==> src/rtl/add4_serial_pkg.sv <==
// Shared definitions for the serial operand accumulator: default sizing
// and the two-state controller encoding.
package add4_serial_pkg;

    localparam int DEF_WIDTH   = 4;
    localparam int DEF_NUM_OPS = 4;

    typedef enum logic {
        ST_ACCUM = 1'b0,
        ST_DONE  = 1'b1
    } state_t;

endpackage : add4_serial_pkg

==> src/rtl/add4_acc_stage.sv <==
// WIDTH-bit accumulator register with adder, carry-out, clear and enable.
// The carry output reflects the addition that would be stored this cycle.
module add4_acc_stage #(
    parameter int WIDTH = 4
) (
    input  logic             clk_i,
    input  logic             rst_i,
    input  logic             clr_i,
    input  logic             en_i,
    input  logic [WIDTH-1:0] add_i,
    output logic [WIDTH-1:0] acc_o,
    output logic             carry_o
);

    logic [WIDTH-1:0] acc_q;
    logic [WIDTH-1:0] acc_d;
    logic [WIDTH:0]   sum_full;

    // Full-precision add so the carry-out is available for the sticky flag.
    always_comb begin
        sum_full = {1'b0, acc_q} + {1'b0, add_i};
        carry_o  = sum_full[WIDTH];
        acc_d    = acc_q;
        if (clr_i) begin
            acc_d = '0;
        end else if (en_i) begin
            acc_d = sum_full[WIDTH-1:0];
        end
    end

    // Accumulator register.
    always_ff @(posedge clk_i or posedge rst_i) begin
        if (rst_i) begin
            acc_q <= '0;
        end else begin
            acc_q <= acc_d;
        end
    end

    assign acc_o = acc_q;

endmodule : add4_acc_stage

==> src/rtl/add4_serial.sv <==
// Serial adder: takes NUM_OPS operands one per accepted handshake, then
// presents {ov, sum} until the consumer takes it.
//
//   state    | meaning
//   ---------+-----------------------------------------------------
//   ST_ACCUM | taking operands, in_ready=1, out_valid=0
//   ST_DONE  | result held on sum/ov, in_ready=0, out_valid=1
module add4_serial
    import add4_serial_pkg::*;
#(
    parameter int WIDTH   = DEF_WIDTH,
    parameter int NUM_OPS = DEF_NUM_OPS
) (
    input  logic             clk_i,
    input  logic             rst_i,
    input  logic             in_valid_i,
    output logic             in_ready_o,
    input  logic [WIDTH-1:0] in_data_i,
    output logic             out_valid_o,
    input  logic             out_ready_i,
    output logic [WIDTH-1:0] sum_o,
    output logic             ov_o,
    output logic [3:0]       op_cnt_o
);

    localparam logic [3:0] LAST_CNT = 4'(NUM_OPS - 1);

    state_t           state_q;
    logic             in_ready_q;
    logic             out_valid_q;
    logic             ov_q;
    logic             ov_d;
    logic [3:0]       op_cnt_q;
    logic             accept;
    logic             consume;
    logic             carry;
    logic [WIDTH-1:0] add_d;

    // Handshake qualifiers; operand is forced to zero unless accepted so no
    // state or output ever sees in_data while in_valid is low.
    always_comb begin
        accept  = in_valid_i & in_ready_q;
        consume = out_valid_q & out_ready_i;
        add_d   = accept ? in_data_i : '0;
        ov_d    = ov_q | carry;
    end

    add4_acc_stage #(
        .WIDTH(WIDTH)
    ) u_acc (
        .clk_i  (clk_i),
        .rst_i  (rst_i),
        .clr_i  (consume),
        .en_i   (accept),
        .add_i  (add_d),
        .acc_o  (sum_o),
        .carry_o(carry)
    );

    // Controller: operand counting, sticky overflow and registered handshakes.
    always_ff @(posedge clk_i or posedge rst_i) begin
        if (rst_i) begin
            state_q     <= ST_ACCUM;
            in_ready_q  <= 1'b1;
            out_valid_q <= 1'b0;
            op_cnt_q    <= '0;
            ov_q        <= 1'b0;
        end else begin
            case (state_q)
                ST_ACCUM: begin
                    if (accept) begin
                        ov_q <= ov_d;
                        if (op_cnt_q == LAST_CNT) begin
                            op_cnt_q    <= '0;
                            state_q     <= ST_DONE;
                            in_ready_q  <= 1'b0;
                            out_valid_q <= 1'b1;
                        end else begin
                            op_cnt_q <= op_cnt_q + 4'd1;
                        end
                    end
                end
                ST_DONE: begin
                    if (consume) begin
                        ov_q        <= 1'b0;
                        state_q     <= ST_ACCUM;
                        in_ready_q  <= 1'b1;
                        out_valid_q <= 1'b0;
                    end
                end
                default: begin
                    state_q     <= ST_ACCUM;
                    in_ready_q  <= 1'b1;
                    out_valid_q <= 1'b0;
                end
            endcase
        end
    end

    assign in_ready_o  = in_ready_q;
    assign out_valid_o = out_valid_q;
    assign ov_o        = ov_q;
    assign op_cnt_o    = op_cnt_q;

endmodule : add4_serial
==> config.mk <==
export PLATFORM = sky130hd
export DESIGN_NAME = add4_serial
export DESIGN_NICKNAME = d
export VERILOG_FILES = /design/src/rtl/add4_serial_pkg.sv /design/src/rtl/add4_acc_stage.sv /design/src/rtl/add4_serial.sv
export SDC_FILE = /design/constraint.sdc
export NUM_CORES = 1
export LEC_CHECK = 0
export BUFFER_PORTS_ARGS = -buffer_cell sky130_fd_sc_hd__buf_2
export CORE_AREA = 2 2 43 45
export CTS_CLUSTER_SIZE = 8
export DETAILED_ROUTE_END_ITERATION = 10
export DIE_AREA = 0 0 45 47
export GPL_TIMING_DRIVEN = 0
export PLACE_DENSITY_LB_ADDON = 0.1
export SYNTH_ARGS = -nofsm -noshare
export SYNTH_HDL_FRONTEND = slang
export SYNTH_HIERARCHICAL = 1
export SYNTH_SLANG_ARGS = --single-unit
==> constraint.sdc <==
create_clock -name clk_i -period 1.8 [get_ports clk_i]
set_input_delay 0 -clock clk_i [delete_from_list [all_inputs] [get_ports clk_i]]
set_output_delay 0 -clock clk_i [all_outputs]
set_load 0.01 [all_outputs]
### After elaboration in Yosys (flattened, before gate mapping)

Cells that the tools add are included.
Widths: inputs -> output; s select.

| word-level totals | value |
|---|---|
| word-level logic and storage cells | 38 |
| input port bits | 8 |
| register bits | 12 |
| output and inout bits | 11 |

| cells by class | value |
|---|---|
| bitwise gates (word level) | 4 |
| reductions and logical operators | 4 |
| $add $sub $neg | 2 |
| multiplexer cells | 18 |
| eq/ne operators | 4 |

Operators by type and width:

| operator | count |
|---|---|
| $mux 4 | 4 |
| $mux 1 | 10 |
| $pmux 1 s2 | 4 |
| $add 4x4->5 | 1 |
| $add 4x1->4 const B | 1 |
| $eq 4x2->1 const B | 1 |
| $ne 2x2->1 const B | 2 |
| $reduce_and 2->1 | 2 |
| $reduce_and 3->1 | 1 |
| $and 1x1->1 | 2 |
| $ne 2x1->1 const B | 1 |
| $reduce_bool 2->1 | 1 |
| $not 1->1 | 1 |
| $or 1x1->1 | 1 |

### Depth between registers and ports, before layout

| depth | value |
|---|---|
| depth after elaboration | 6 |
| depth in mapped cells | 7 |
| mapped depth without buffers | 7 |

### Modules after synthesis

Netlist, hierarchy kept.

Modules (own cells, without submodules):

| module | area each (um^2) | cells each | instances |
|---|---|---|---|
| add4_serial | 391.6 | 39 | 1 |
| add4_acc_stage | 299.0 | 28 | 1 |

### Worst setup path before layout

Ideal clock, no wire load.

| timing | value |
|---|---|
| kind | reg2reg |
| start | register in_ready_q (netlist: in_ready_o) |
| end | register ov_q (netlist: ov_o) |
| data arrival time | 1.707 ns |
| library setup time | 0.129 ns |
| cell stages (with the launch flop) | 8 |
| required time | 1.671 ns |
| slack | -0.036 ns |
| path buffers | 0 |
| cell sequence | dfstp_2 > and3_2 > ha_1 > fa_1 > a21o_2 > a21o_1 > a21oi_1 > a21oi_1 |

| on the way | value |
|---|---|
| longest elaborated chain between the ends | 6 |
| elaborated cells on any way between the ends | 8 |
| those cells by class | add/sub: 1; eq/ne: 1; mux: 3; bitwise: 2; reduce/logical: 1 |

Ends and longest elaborated chain:

| element | RTL line | text |
|---|---|---|
| start: declaration | add4_serial.sv:29 | `logic in_ready_q;` |
| start signal: assignment | add4_serial.sv:64 | `in_ready_q <= 1'b1;` |
| start signal: assignment | add4_serial.sv:76 | `in_ready_q <= 1'b0;` |
| start signal: assignment | add4_serial.sv:87 | `in_ready_q <= 1'b1;` |
| $and 1x1->1 | add4_serial.sv:42 | `accept = in_valid_i & in_ready_q;` |
| $mux 4 | add4_serial.sv:44 | `add_d = accept ? in_data_i : '0;` |
| named net add_d[0] | add4_serial.sv:37 | `logic [WIDTH-1:0] add_d;` |
| $add 4x4->5 | add4_acc_stage.sv:21 | `sum_full = {1'b0, acc_q} + {1'b0, add_i};` |
| named net carry | add4_serial.sv:36 | `logic carry;` |
| $or 1x1->1 | add4_serial.sv:45 | `ov_d = ov_q \| carry;` |
| $mux 1 | add4_serial.sv:71 | `if (accept) begin` |
| $pmux 1 s2 | add4_serial.sv:69 | `case (state_q)` |
| end signal: assignment | add4_serial.sv:72 | `ov_q <= ov_d;` |
| end: declaration | add4_serial.sv:31 | `logic ov_q;` |

The timed path passes the listed nets, and every way through them passes these cells. The select of a mux whose other input is x is not followed.
A chain may end at the register's enable or synchronous reset.

### Final worst setup path

Ends and elaborated chain as after synthesis.

==> impl_metrics.csv <==
group,metric,value,unit
status,status,"complete, no violations",
detailed_routing,drt_wl_total,1541,um
synthesis,synthArstFlopShare,1.000,
critical_path,critical-path-max-stage-delay,0.39,ns
global_routing,grt-ovfl-total,0,
synthesis,syn_area,690.7,sq um
synthesis,synth.yosys.seq_area_share,0.4366,
clocking,cts_sinks,12,
synthesis,synth_top_flop_cell,"dfrtp_1",
clocking,cts_tree,"yes",
floorplan,pin_count,19,
power,comb_power_share,0.044,
place,place.port_buffers,18,
timing,setup_viol,0,
hold_path,hold_path.class,"input port to flop",
synthesis,synthMostInstantiatedCell,"dfrtp_1",
cells_and_area,drive_above_1_share,0.3936,
clocking,cts_buffer_depth,2,
place,finalWeightedCongestion,0.8214,
detailed_routing,vias,577,
floorplan,chipHeight,47,um
synthesis,synth.distinct_cells,30,
timing,tightest_slew,0.3890,ns
detailed_routing,wl_per_cell,13.88,um
power,switching_share,0.2058,
critical_path,ff2ff_setup_slack,0.07,ns
detailed_routing,first_pass_iters,4,
critical_path,startpoint,"in_ready_o$_DFFE_PP1P_",
critical_path,critical_path_class,"flop to flop",
power,p_clk_frac,0.368,
power,seq_power_share,0.588,
timing,slew_headroom,0.7401,
floorplan,dieArea,2115,sq um
timing,finalClockSkew,0.0006156,ns
critical_path,worstPathCellList,"buf_4, and3_4, fa_2, a21o_2, a21o_1, a21oi_2, a21oi_1",
clocking,cts_inserted_buffers,3,
critical_path,r2r_end,"ov_o$_DFFE_PP0P_",
detailed_routing,via_per_inst,5.198,
global_routing,grt_pass1_vias,541,
power,p_int,0.3638,mW
timing,worst_slack,0.07034,ns
synthesis,yosysWarnings,6,
critical_path,cpLargestDelayFamily,"compound AO/OA/AOI/OAI gates",
timing,max_clock_freq,578.2,MHz
clocking,htreeDepth,1,
hold_path,holdPathStages,3,
power,vdd_drop_max,0.0003839,V
cells_and_area,insertedDiodeCount,0,
clocking,path_clk_slew,0.07,ns
place,dp_cells,102,
critical_path,r2r_cells,7,
synthesis,yosys-top-cells-count,"dfrtp_1, inv_1, ha_1, nand2_1",
floorplan,start_util,0.4182,
job,maxCapViolCount,0,
timing,hold_viol_final,0,
synthesis,syn_nets,81,
detailed_routing,detail-route-antenna-nets,0,
global_routing,grt.total_usage,0.1706,
synthesis,syn_inst,67,
clocking,cts_root_buf,"clkbuf_4",
cells_and_area,design_area,914.6,sq um
place,place_ws,-0.06489,ns
critical_path,critical_path.endpoint,"ov_o$_DFFE_PP0P_",
cells_and_area,fin_util,0.5538,
place,placed_cell_area,804.5,sq um
floorplan,core-area,1652,sq um
timing,drv_slew,0,
timing,period_share,0.9609,
timing,setup_tns,0,ns
synthesis,avgSynthCellArea,10.31,sq um
cells_and_area,layout.cells.non_filler,111,
floorplan,die_x,45,um
critical_path,startpoint_type,"flop",
critical_path,arrival,1.87,ns
global_routing,grt_max_degree,10,
cells_and_area,area_delta_synth_final,32.43,%
cells_and_area,fillers,156,
clocking,insertion_delay,0.26,ns
timing,rsz0062_at_grt,"no",
power,power_density,500.8,nW/um^2
power,p_switching,0.09425,mW
timing,fin_crit,1.730,ns
critical_path,worstSetupPathDepth,7,
cells_and_area,multiInputGateArea,402.9,sq um
global_routing,antenna_found_initial,0,
detailed_routing,drc_errors,0,
floorplan,row_count,15,
critical_path,crit_required,1.94,ns
synthesis,yosysTopAreaCellShare,0.3986,
cells_and_area,register_area,301.5,sq um
critical_path,reg2reg_from,"in_ready_o$_DFFE_PP1P_",
synthesis,synth-edff-count,0,
synthesis,ys_top_cells_by_area,"dfrtp_1, ha_1, dfstp_2",
place,dp_hpwl,1071,um
synthesis,synth.ff_latch_count,12,
cells_and_area,fin_nets,109,
power,p_leak,0.4946,nW
synthesis,yosys.area.top_type,"dfrtp_1",
critical_path,crit_buf_inv,1,
critical_path,cp_max_fo,4,
detailed_routing,drt_iter0_drc,7,
critical_path,endpoint_kind,"flop",
global_routing,grt_pass1_wl,2511,um
critical_path,crit_slowest_cell,"fa_2",
[routing by layer]
metal | vias to the layer above | global-route usage | share of wire
met2 | 14 | 0.2743 | 0.48
li1 | 296 | - | -
met4 | 0 | 0.05294 | 0.0078
met1 | 265 | 0.2230 | 0.47
met3 | 2 | 0.05000 | 0.047
met5 | - | 0 | 0
[repair_timing]
item | 4_1_cts | 5_1_grt
setup endpoints to repair | 1 | 2
hold endpoints to repair | 13 | 0
pin swaps | 1 | 4
buffers inserted | 3 | 0
hold buffers | 2 | 0
gates resized for setup | 3 | 4
[worst min path at each step]
stage / start / end
2_1_floorplan: rst_i / u_acc/acc_o[0]$_DFFE_PP0P_
3_3_place_gp: rst_i / u_acc/acc_o[0]$_DFFE_PP0P_
3_5_place_dp: rst_i / u_acc/acc_o[0]$_DFFE_PP0P_
4_1_cts: out_ready_i / out_valid_o$_DFFE_PP0P_
5_1_grt: out_ready_i / out_valid_o$_DFFE_PP0P_
6_report: out_ready_i / out_valid_o$_DFFE_PP0P_
[cell type report]
class	count	share of cell area
inverters	6	0.02462
repair buffers	23	0.1450
well taps	17	0.02326
clock buffers	4	0.02873
plain buffers	1	0.008208
flip-flops and latches	12	0.3297
multi-input cells	48	0.4405
[power groups by stage]
stage | Sequential [mW] | Combinational, mW | Clock, mW
global placement | 0.275 | 0.0157 | 0
detailed placement | 0.275 | 0.0160 | 0
global route | 0.269 | 0.0226 | 0.192
floorplan | 0.275 | 0.00484 | 0
CTS | 0.269 | 0.0199 | 0.177
finish | 0.269 | 0.0200 | 0.169
[cell usage in the layout, fill, tap and decap left out]
master and n:
dlygate4sd3_1 2, clkbuf_4 3, nor2_1 3, and2_1 3
nand4_1 2, nor3b_1 1, nor2b_1 1, inv_1 6
a21o_1 3, nand3b_1 1, a211oi_1 1, buf_2 18
and3_2 1, dfrtp_1 11, o21bai_1 1, and3_4 3
a21oi_2 2, buf_4 4, a2111o_1 1, a21o_2 1
mux2i_1 2, nand3_1 2, nand2_1 4, a31oi_1 1
a21oi_1 2, nor3_1 1, clkbuf_1 1, fa_2 1
o21ai_0 2, ha_4 2, o311ai_1 1, dfstp_2 1
ha_1 3, and3b_2 1, xnor2_1 2
[cells by family (layout without fill, tap and decap cells)]
kind of cell	Yosys count	in the layout	share of synthesized area
buf+inv	7	34	0.04348
compound gates	15	15	0.1540
flops	12	12	0.4366
mux	2	2	0.02899
xor+xnor	2	2	0.02537
fa+ha+maj	6	6	0.1196
simple gates	23	23	0.1920
[flip-flops by register name, indices dropped and copies added (netlist names)]
signal,flops
op_cnt_o,4
u_acc/acc_o,4
in_ready_o,1
out_valid_o,1
ov_o,1
state_q,1
[worst register-to-register path, cell delays in order (launching register included)]
cell and delay [ns]:
dfstp_2 0.38, buf_4 0.14, and3_4 0.16, fa_2 0.39
a21o_2 0.21, a21o_1 0.16, a21oi_2 0.12, a21oi_1 0.05
[through the flow]
step           power [mW]  hold slack (ns)
3_3_place_gp       0.2904         -0.09083
6_report           0.4581          0.03398
5_1_grt            0.4844          0.02995
2_1_floorplan      0.2795          -0.2339
4_1_cts            0.4659          0.03671
3_5_place_dp       0.2907         -0.08410
(Power assumes the default switching activity.)
